==> config.mk <==
export PLATFORM = sky130hd
export DESIGN_NAME = spike_aer_encoder
export DESIGN_NICKNAME = d
export VERILOG_FILES = /design/src/rtl/spike_aer_encoder.sv
export SDC_FILE = /design/constraint.sdc
export NUM_CORES = 2
export LEC_CHECK = 0
export CAP_MARGIN = 20
export CORE_MARGIN = 10
export CORE_UTILIZATION = 30
export CTS_CLUSTER_SIZE = 25
export DETAILED_ROUTE_END_ITERATION = 16
export SYNTH_ARGS = -nofsm -noshare
export SYNTH_HDL_FRONTEND = slang
export SYNTH_SLANG_ARGS = --single-unit
==> constraint.sdc <==
create_clock -name clk -period 5.1 [get_ports clk]
set_input_delay 0.51 -clock clk [delete_from_list [all_inputs] [get_ports clk]]
set_output_delay 0.51 -clock clk [all_outputs]
set_load 0.01 [all_outputs]
==> src/rtl/spike_aer_encoder.sv <==
// Serialises each accepted spike vector into AER beats {ts, addr} in ascending address order, closed by an EOF beat.
// Latency: first event in chunk k is valid k+1 edges after accept; an empty frame's EOF after N_NEURONS/CHUNK edges.
// Backpressure: output beats hold while m_axis_tready=0; a new frame is accepted only when enabled and idle.
module spike_aer_encoder #(
    parameter int N_NEURONS = 512,
    parameter int CHUNK     = 32,
    parameter int TS_BITS   = 16,
    parameter int ADDR_BITS = $clog2(N_NEURONS)
) (
    input  logic                         clk,
    input  logic                         rst_n,
    input  logic                         enable,
    input  logic [N_NEURONS-1:0]         s_axis_tspikes,
    input  logic                         s_axis_tvalid,
    output logic                         s_axis_tready,
    output logic [TS_BITS+ADDR_BITS-1:0] m_axis_tdata,
    output logic                         m_axis_tvalid,
    input  logic                         m_axis_tready,
    output logic                         m_axis_tlast,
    output logic [31:0]                  frame_count,
    output logic [31:0]                  event_count,
    output logic [ADDR_BITS:0]           last_frame_events
);
    localparam int NCHUNK = N_NEURONS / CHUNK;
    localparam int CIDX_W = (NCHUNK > 1) ? $clog2(NCHUNK) : 1;
    localparam int BIT_W  = (CHUNK > 1) ? $clog2(CHUNK) : 1;

    typedef enum logic [1:0] {ST_IDLE, ST_SCAN, ST_EMIT, ST_EOF} state_t;

    state_t                         state, state_nxt;
    logic [N_NEURONS-1:0]           shadow, shadow_nxt;
    logic [CHUNK-1:0]               work, work_nxt, work_clr, cur_chunk;
    logic [CIDX_W-1:0]              chunk_idx, chunk_idx_nxt;
    logic [TS_BITS-1:0]             ts_ctr, ts_ctr_nxt, ts_cur, ts_cur_nxt;
    logic [ADDR_BITS:0]             frame_events, frame_events_nxt, last_fe_nxt;
    logic [TS_BITS+ADDR_BITS-1:0]   tdata_nxt;
    logic                           tvalid_nxt, tlast_nxt, is_last, out_hs;
    logic [31:0]                    frame_count_nxt, event_count_nxt;

    function automatic logic [BIT_W-1:0] lowest_bit(input logic [CHUNK-1:0] v);
        logic [BIT_W-1:0] idx;
        idx = '0;
        for (int i = CHUNK - 1; i >= 0; i--)
            if (v[i]) idx = BIT_W'(i);
        return idx;
    endfunction

    function automatic logic [ADDR_BITS-1:0] event_addr(input logic [CIDX_W-1:0] ci,
                                                        input logic [CHUNK-1:0]  v);
        return ADDR_BITS'(ci) * ADDR_BITS'(CHUNK) + ADDR_BITS'(lowest_bit(v));
    endfunction

    assign s_axis_tready = enable && (state == ST_IDLE);
    assign cur_chunk     = shadow[int'(chunk_idx) * CHUNK +: CHUNK];
    assign is_last       = (chunk_idx == CIDX_W'(NCHUNK - 1));
    assign work_clr      = work & (work - 1'b1);
    assign out_hs        = m_axis_tvalid && m_axis_tready;

    always_ff @(posedge clk or negedge rst_n) begin
        if (!rst_n) begin
            state             <= ST_IDLE;
            shadow            <= '0;
            work              <= '0;
            chunk_idx         <= '0;
            ts_ctr            <= '0;
            ts_cur            <= '0;
            frame_events      <= '0;
            m_axis_tdata      <= '0;
            m_axis_tvalid     <= 1'b0;
            m_axis_tlast      <= 1'b0;
            frame_count       <= '0;
            event_count       <= '0;
            last_frame_events <= '0;
        end else begin
            state             <= state_nxt;
            shadow            <= shadow_nxt;
            work              <= work_nxt;
            chunk_idx         <= chunk_idx_nxt;
            ts_ctr            <= ts_ctr_nxt;
            ts_cur            <= ts_cur_nxt;
            frame_events      <= frame_events_nxt;
            m_axis_tdata      <= tdata_nxt;
            m_axis_tvalid     <= tvalid_nxt;
            m_axis_tlast      <= tlast_nxt;
            frame_count       <= frame_count_nxt;
            event_count       <= event_count_nxt;
            last_frame_events <= last_fe_nxt;
        end
    end

    always_comb begin
        state_nxt        = state;
        shadow_nxt       = shadow;
        work_nxt         = work;
        chunk_idx_nxt    = chunk_idx;
        ts_ctr_nxt       = ts_ctr;
        ts_cur_nxt       = ts_cur;
        frame_events_nxt = frame_events;
        tdata_nxt        = m_axis_tdata;
        tvalid_nxt       = m_axis_tvalid;
        tlast_nxt        = m_axis_tlast;
        frame_count_nxt  = frame_count;
        event_count_nxt  = event_count;
        last_fe_nxt      = last_frame_events;
        case (state)
            ST_IDLE: begin
                if (s_axis_tvalid && s_axis_tready) begin
                    shadow_nxt       = s_axis_tspikes;
                    chunk_idx_nxt    = '0;
                    ts_cur_nxt       = ts_ctr;
                    ts_ctr_nxt       = ts_ctr + 1'b1;
                    frame_events_nxt = '0;
                    state_nxt        = ST_SCAN;
                end
            end
            ST_SCAN: begin
                if (cur_chunk != '0) begin
                    work_nxt   = cur_chunk;
                    tdata_nxt  = {ts_cur, event_addr(chunk_idx, cur_chunk)};
                    tvalid_nxt = 1'b1;
                    state_nxt  = ST_EMIT;
                end else if (is_last) begin
                    tdata_nxt  = {ts_cur, {ADDR_BITS{1'b0}}};
                    tlast_nxt  = 1'b1;
                    tvalid_nxt = 1'b1;
                    state_nxt  = ST_EOF;
                end else begin
                    chunk_idx_nxt = chunk_idx + 1'b1;
                end
            end
            ST_EMIT: begin
                if (out_hs) begin
                    work_nxt         = work_clr;
                    frame_events_nxt = frame_events + 1'b1;
                    event_count_nxt  = event_count + 32'd1;
                    // Next address is loaded on the handshake edge so a chunk drains one beat per cycle
                    if (work_clr != '0) begin
                        tdata_nxt = {ts_cur, event_addr(chunk_idx, work_clr)};
                    end else if (is_last) begin
                        tdata_nxt = {ts_cur, {ADDR_BITS{1'b0}}};
                        tlast_nxt = 1'b1;
                        state_nxt = ST_EOF;
                    end else begin
                        tvalid_nxt    = 1'b0;
                        chunk_idx_nxt = chunk_idx + 1'b1;
                        state_nxt     = ST_SCAN;
                    end
                end
            end
            ST_EOF: begin
                if (out_hs) begin
                    tvalid_nxt      = 1'b0;
                    tlast_nxt       = 1'b0;
                    frame_count_nxt = frame_count + 32'd1;
                    last_fe_nxt     = frame_events;
                    state_nxt       = ST_IDLE;
                end
            end
            default: state_nxt = ST_IDLE;
        endcase
    end
endmodule

# After elaboration in Yosys (flattened, before gate mapping)
# Cells that the tools add are included.
[word_totals]
regBits = 693
in_bits = 517
out_inout_bits = 102
[classes]
add_sub_neg = 8
n_eq_ne = 12
n_shift = 1
n_mux = 106
n_bitwise = 1
n_reduce_logical = 20
[ops]
columns = ["op", "n"]
rows = [
  ["$shiftx A512 B10 Y32", 1],
  ["$mux W5", 69],
  ["$mux W25", 4],
  ["$add A32 B1 Y32 const B", 2],
  ["$mux W32", 2],
  ["$pmux W32 S2", 1],
  ["$reduce_bool A32 Y1", 2],
  ["$pmux W25 S2", 1],
  ["$and A32 B32 Y32", 1],
  ["$sub A32 B1 Y32 const B", 1],
  ["$mux W10", 2],
  ["$mux W4", 5],
  ["$pmux W10 S2", 1],
  ["$add A9 B5 Y9", 2],
  ["$add A16 B1 Y16 const B", 1],
  ["$reduce_and A5 Y1", 3],
  ["$mux W2", 7],
  ["$ne A2 B2 Y1 const B", 6],
  ["$pmux W4 S3", 1],
  ["$add A10 B1 Y10 const B", 1],
  ["$mux W1", 10],
  ["$pmux W2 S4", 1],
  ["$reduce_and A2 Y1", 4],
  ["$pmux W1 S3", 2],
  ["12 further kinds", 18],
]

# Depth between registers and ports, before layout
[logic_depth]
word_depth = 41
ltp_mapped = 18
mapped_depth_nobuf = 11

# Worst setup path after synthesis
# No wires, ideal clock.
[synth_timing]
kind = "register -> register"
start = "register chunk_idx[1]"
end = "register chunk_idx[3]"
setup_time_ns = 0.126
arrival_time_ns = 3.330
required_ns = 4.974
setup_slack_ns = 1.644
stages_incl_launch_ff = 13
n_path_buf = 5
path_cell_list = "dfrtp_1 buf_6 buf_12 buf_12 buf_12 buf_2 mux4_2 a221oi_1 and3_2 nand4_4 o21a_4 or2_1 a221o_1"
[synth_via]
elab_chain_cells = 5
word_cells_on_any_way = 11
cone_classes = "add/sub: 1; eq/ne: 2; shift: 1; mux: 5; reduce/logical: 2"
[synth_rtl]
columns = ["element", "line", "source"]
rows = [
  ["from (decl)", "33", "logic [CIDX_W-1:0] chunk_idx, chunk_idx_nxt;"],
  ["from (signal assigned)", "78", "chunk_idx <= chunk_idx_nxt;"],
  ["parallel branches: the longest is 5 deep, another holds $shiftx A512 B10 Y32", "n/a", ""],
]
# Parallel ways; which one is timed is not known. The select of a mux whose other input is x is not followed.
# A chain may end at the register's enable or synchronous reset.

# Worst setup path in the final report
[layout_timing]
start = "register chunk_idx[0]"
end = "register m_axis_tdata[22]"
[layout_via]
elab_chain_cells = 5
word_cells_on_any_way = 8
cone_classes = "eq/ne: 1; shift: 1; mux: 5; reduce/logical: 1"
[layout_rtl]
columns = ["element", "line", "source"]
rows = [
  ["parallel branches: the longest is 4 deep, another holds $shiftx A512 B10 Y32", "n/a", ""],
  ["$pmux W25 S2 *", "105", "case (state)"],
  ["to (signal assigned)", "82", "m_axis_tdata <= tdata_nxt;"],
  ["to (decl)", "16", "output logic [TS_BITS+ADDR_BITS-1:0] m_axis_tdata,"],
]
# Every way passes the cells marked *. The select of a mux whose other input is x is not followed.

==> results.txt <==
- The flow ran to the end, and the final reports show no timing, DRC or antenna violations.
* GRT Total Usage: 0.198
* Placer's final routability congestion estimate: 0.890
* Avg Cell Area, Syn: 9.34 sq um
- Together, buffers and inverters on the worst path number 1.
- Area of the die: 125000 sq um
* Pins Over Slew Limit: 0
- The mapped netlist covers 33400 sq um.
* Post-synthesis sequential element count: 693
- Synth async-reset ratio: 1.00
- Sequential cell area fraction in the yosys report: 0.519
- I/O pins: 619
* Total placed instance area: 41100 sq um
- Buffers on Ports: 618
- For this block, the routed nets add up to 128 mm of wire.
- Signal arrival time at the worst endpoint: 4.96 ns
* Reg2Reg Depth: 9
* Destination of the worst register-to-register timing path: m_axis_tdata[22]$_DFFE_PN0P_
* Achievable frequency: 226 MHz
* Hold EP: shadow[375]$_DFFE_PN0P_
* Min cycle time layout: 4.43 ns
- Setup slack of the worst register-to-register path: 0.67 ns
- During synthesis, Yosys emitted a total of 0 warnings.
* Share of final-layout standard cells stronger than drive strength 1: 0.0968
- Dividing the final minimum period by the clock period gives 0.869.
- The filler cells instantiated in the layout total 11000.
- On the final layout, the worst clock skew is 0.0230 ns.
- Row Count: 122
* Hold WC Path Type: in -> reg
- Library cell used as clock root buffer: sky130_fd_sc_hd__clkbuf_16
- Power per cell area: 595 nW/um^2
- The die is 354 um wide.
- Area inside the core boundary: 111000 sq um
- The library cell used most frequently in the layout, excluding fill and tap cells, is sky130_fd_sc_hd__nand2_1.
- Primary flip-flop cell chosen by synthesis mapping: sky130_fd_sc_hd__dfrtp_1
- TritonCTS built the clock tree.
* Total non-filler cell area in the finished layout: 44100 sq um
* Biggest cell delay along the critical path: 0.87 ns
- The design draws 0.0262 W.
* Clock buffers created by TritonCTS: 82
- Slowest-stage cell, CP: sky130_fd_sc_hd__dfrtp_4
* Required time reported for the critical path endpoint: 5.63 ns
- Counting every sink on the clock net gives 693.
- CP Max Fanout: 35
- Vias post-DR: 28200
- Post-synthesis instance total: 3579
- Final hold analysis gives a worst-case slack of 0.368 ns.
- From bottom edge to top edge, the die measures 354 um.
- Cell type group with the largest total delay on the critical path: compound AO/OA/AOI/OAI gates
- Initial antenna violation count: 45
- Synthesis produced a netlist with a net count of 4106.
- Entering global routing, the biggest net connects 210 pins.
- Clock-pin slew was measured on the worst setup and hold paths at 0.07 ns.
- Global-route congestion overflow total: 0
* Endpoint kind of the worst setup timing path: flop
- In this run the tightest slew margin relative to its limit is 0.298.
- Final-report setup violation count: 0
- Synth top area cells: sky130_fd_sc_hd__dfrtp_1 (52%), sky130_fd_sc_hd__nand2_1 (19%), sky130_fd_sc_hd__mux4_2 (8.4%)
- Critical hold path startpoint: s_axis_tspikes[375]
- Global-route wire length before repair: 190 mm
* RSZ-0062 raised after global routing: false
- The worst setup path is of the reg -> reg kind.
* Post-synth EDFFs: 0
* Final nets: 4647
- Buffer levels on the longest clock path: 3
- Of all cell types, the one taking the most synthesized area is sky130_fd_sc_hd__dfrtp_1.
* Area growth syn-to-layout: 31.8%
* Initial cell density of the core: 0.302
- Accumulated negative setup slack: 0 ns
- Drt first-iter violations: 2207
* Leak pwr: 20.5 nW
* Max cap viols: 0
- Unique cell type count in the Yosys netlist: 89
* Cells along the critical path: buf_4 -> mux4_2 -> o22ai_1 -> nor2_1 -> a2111o_1 -> or4_4 -> nor2_4 -> a31oi_4 -> mux2_1
* Worst flop-to-flop path startpoint: chunk_idx[0]$_DFFE_PN0P_
- Post-detailed-route count of antenna-violating nets: 0
- The share of synthesized area in the top cell type comes to 0.519.
* Number of gates resized after CTS: 0
* Hold depth: 3
- Hpwl dp: 97.1 mm
* Highest-count cells in the layout ignoring fill and taps: sky130_fd_sc_hd__nand2_1 (1671), sky130_fd_sc_hd__dfrtp_1 (689), sky130_fd_sc_hd__clkdlybuf4s50_1 (617)
* Number of H-tree levels: 3
- Final hold violation count: 0
- The first detailed-routing pass took 5 iterations.
* Worst-Skew Late Latency: 0.66 ns
- Worst IR drop on VDD: 0.429 mV
* Fin util: 0.398
* Vias in the first global route: 28500
- Vias per Instance: 4.96
* Post-route DRC violation count: 0
* Worst Tran Pin Value: 1.05 ns
- The worst setup path is launched from a flop.
- DR WL/cell: 22.5 um
==> how the worst max path moves through the flow <==
stage,startpoint,end,cells after the start
final,chunk_idx[0]$_DFFE_PN0P_,m_axis_tdata[22]$_DFFE_PN0P_,9
after global routing,chunk_idx[0]$_DFFE_PN0P_,m_axis_tdata[22]$_DFFE_PN0P_,9
after CTS,chunk_idx[0]$_DFFE_PN0P_,m_axis_tdata[22]$_DFFE_PN0P_,9
after detailed placement,chunk_idx[0]$_DFFE_PN0P_,m_axis_tdata[22]$_DFFE_PN0P_,9
after global placement,chunk_idx[3]$_DFFE_PN0P_,m_axis_tdata[9]$_DFFE_PN0P_,9
after floorplan,chunk_idx[1]$_DFFE_PN0P_,chunk_idx[3]$_DFFE_PN0P_,12
==> metal layers <==
metal	part of all wire	track usage	vias up
li1	-	-	13000
met1	0.43	0.258	13900
met2	0.46	0.313	1018
met3	0.082	0.0640	232
met4	0.027	0.0561	40
met5	0.0022	0	-
==> worst min-delay path: stages <==
cell,delay [ns]
sky130_fd_sc_hd__clkdlybuf4s50_1,0.40
sky130_fd_sc_hd__nand2_1,0.05
sky130_fd_sc_hd__nand2_1,0.04
==> per-stage QoR <==
stage | cells | setup WS, ns
6_report | 5688 | 0.668
2_1_floorplan | 3579 | 1.64
3_5_place_dp | 5523 | 0.633
5_1_grt | 5683 | 0.398
4_1_cts | 5674 | 0.601
3_3_place_gp | 5522 | 0.438
==> area by class of cell <==
class                   count  area, sq um  area share
diodes                     14         35.0    0.000795
repair buffers            672         6740       0.153
multi-input cells        2635        15000       0.341
clock inverters            41          619      0.0140
clock buffers             109         2320      0.0527
flip-flops and latches    693        17400       0.394
well taps                1488         1860      0.0422
inverters                  36          135     0.00307
==> power by group <==
group | total [W] | switching [W] | internal (W)
combinational | 0.0101 | 0.00569 | 0.00443
clock | 0.00640 | 0.00255 | 0.00385
sequential | 0.00971 | 0.00206 | 0.00766
==> cell families (layout without fill, tap and decap cells) <==
kind of cell               Yosys count  in the layout  synth area share
DFF                                693            693             0.519
other                                0             14                 0
AOI/OAI and AO/OA                  301            301            0.0633
muxes                              198            198             0.109
adders and majority gates           17             17           0.00587
xor gates and xnor gates            84             84            0.0220
and+or+nand+nor                   2035           2035             0.248
buffers and inverters              251            858            0.0334
==> registers in the layout, indices dropped and copies added, names as in the netlist <==
| signal | flops |
|---|---|
| last_frame_events | 10 |
| shadow | 512 |
| state | 2 |
| ts_cur | 16 |
| m_axis_tlast | 1 |
| ts_ctr | 16 |
| chunk_idx | 4 |
| event_count | 32 |
| m_axis_tdata | 25 |
| frame_events | 10 |
| work | 32 |
| frame_count | 32 |
| m_axis_tvalid | 1 |
==> timing repair <==
item / 4_1_cts / 5_1_grt
endpoints found under the hold margin: 64 / 0
setup buffers: 0 / 0
hold buffers: 1 / 0
==> cell usage after synthesis, types with 6 or more instances <==
| cell type | instances |
|---|---|
| sky130_fd_sc_hd__nor4_1 | 15 |
| sky130_fd_sc_hd__mux2i_1 | 25 |
| sky130_fd_sc_hd__nand3_1 | 45 |
| sky130_fd_sc_hd__and2_1 | 8 |
| sky130_fd_sc_hd__a31oi_1 | 7 |
| sky130_fd_sc_hd__inv_1 | 36 |
| sky130_fd_sc_hd__or3_1 | 10 |
| sky130_fd_sc_hd__maj3_1 | 6 |
| sky130_fd_sc_hd__nand4_1 | 27 |
| sky130_fd_sc_hd__nor3_1 | 48 |
| sky130_fd_sc_hd__o21ai_0 | 60 |
| sky130_fd_sc_hd__or4_1 | 7 |
| sky130_fd_sc_hd__mux2_2 | 44 |
| sky130_fd_sc_hd__a221oi_1 | 8 |
| sky130_fd_sc_hd__nand2_1 | 1671 |
| sky130_fd_sc_hd__o32ai_1 | 10 |
| sky130_fd_sc_hd__nor2b_1 | 16 |
| sky130_fd_sc_hd__o2bb2ai_1 | 8 |
| sky130_fd_sc_hd__or2_2 | 13 |
| sky130_fd_sc_hd__buf_2 | 38 |
| sky130_fd_sc_hd__a21oi_1 | 46 |
| sky130_fd_sc_hd__a211oi_1 | 19 |
| sky130_fd_sc_hd__buf_6 | 7 |
| sky130_fd_sc_hd__o22ai_1 | 35 |
| sky130_fd_sc_hd__nor3b_1 | 9 |
| sky130_fd_sc_hd__nor2_1 | 110 |
| sky130_fd_sc_hd__nand2b_1 | 12 |
| sky130_fd_sc_hd__a22o_1 | 16 |
| sky130_fd_sc_hd__mux4_2 | 124 |
| sky130_fd_sc_hd__dfrtp_1 | 693 |
| sky130_fd_sc_hd__xnor2_1 | 57 |
| sky130_fd_sc_hd__buf_4 | 7 |
| sky130_fd_sc_hd__and3_1 | 19 |
| sky130_fd_sc_hd__clkbuf_1 | 155 |
| sky130_fd_sc_hd__o31ai_1 | 7 |
| sky130_fd_sc_hd__ha_1 | 10 |
| sky130_fd_sc_hd__xor2_1 | 27 |
| sky130_fd_sc_hd__a21o_1 | 12 |
Note: power is estimated with default switching activity, not from simulation.
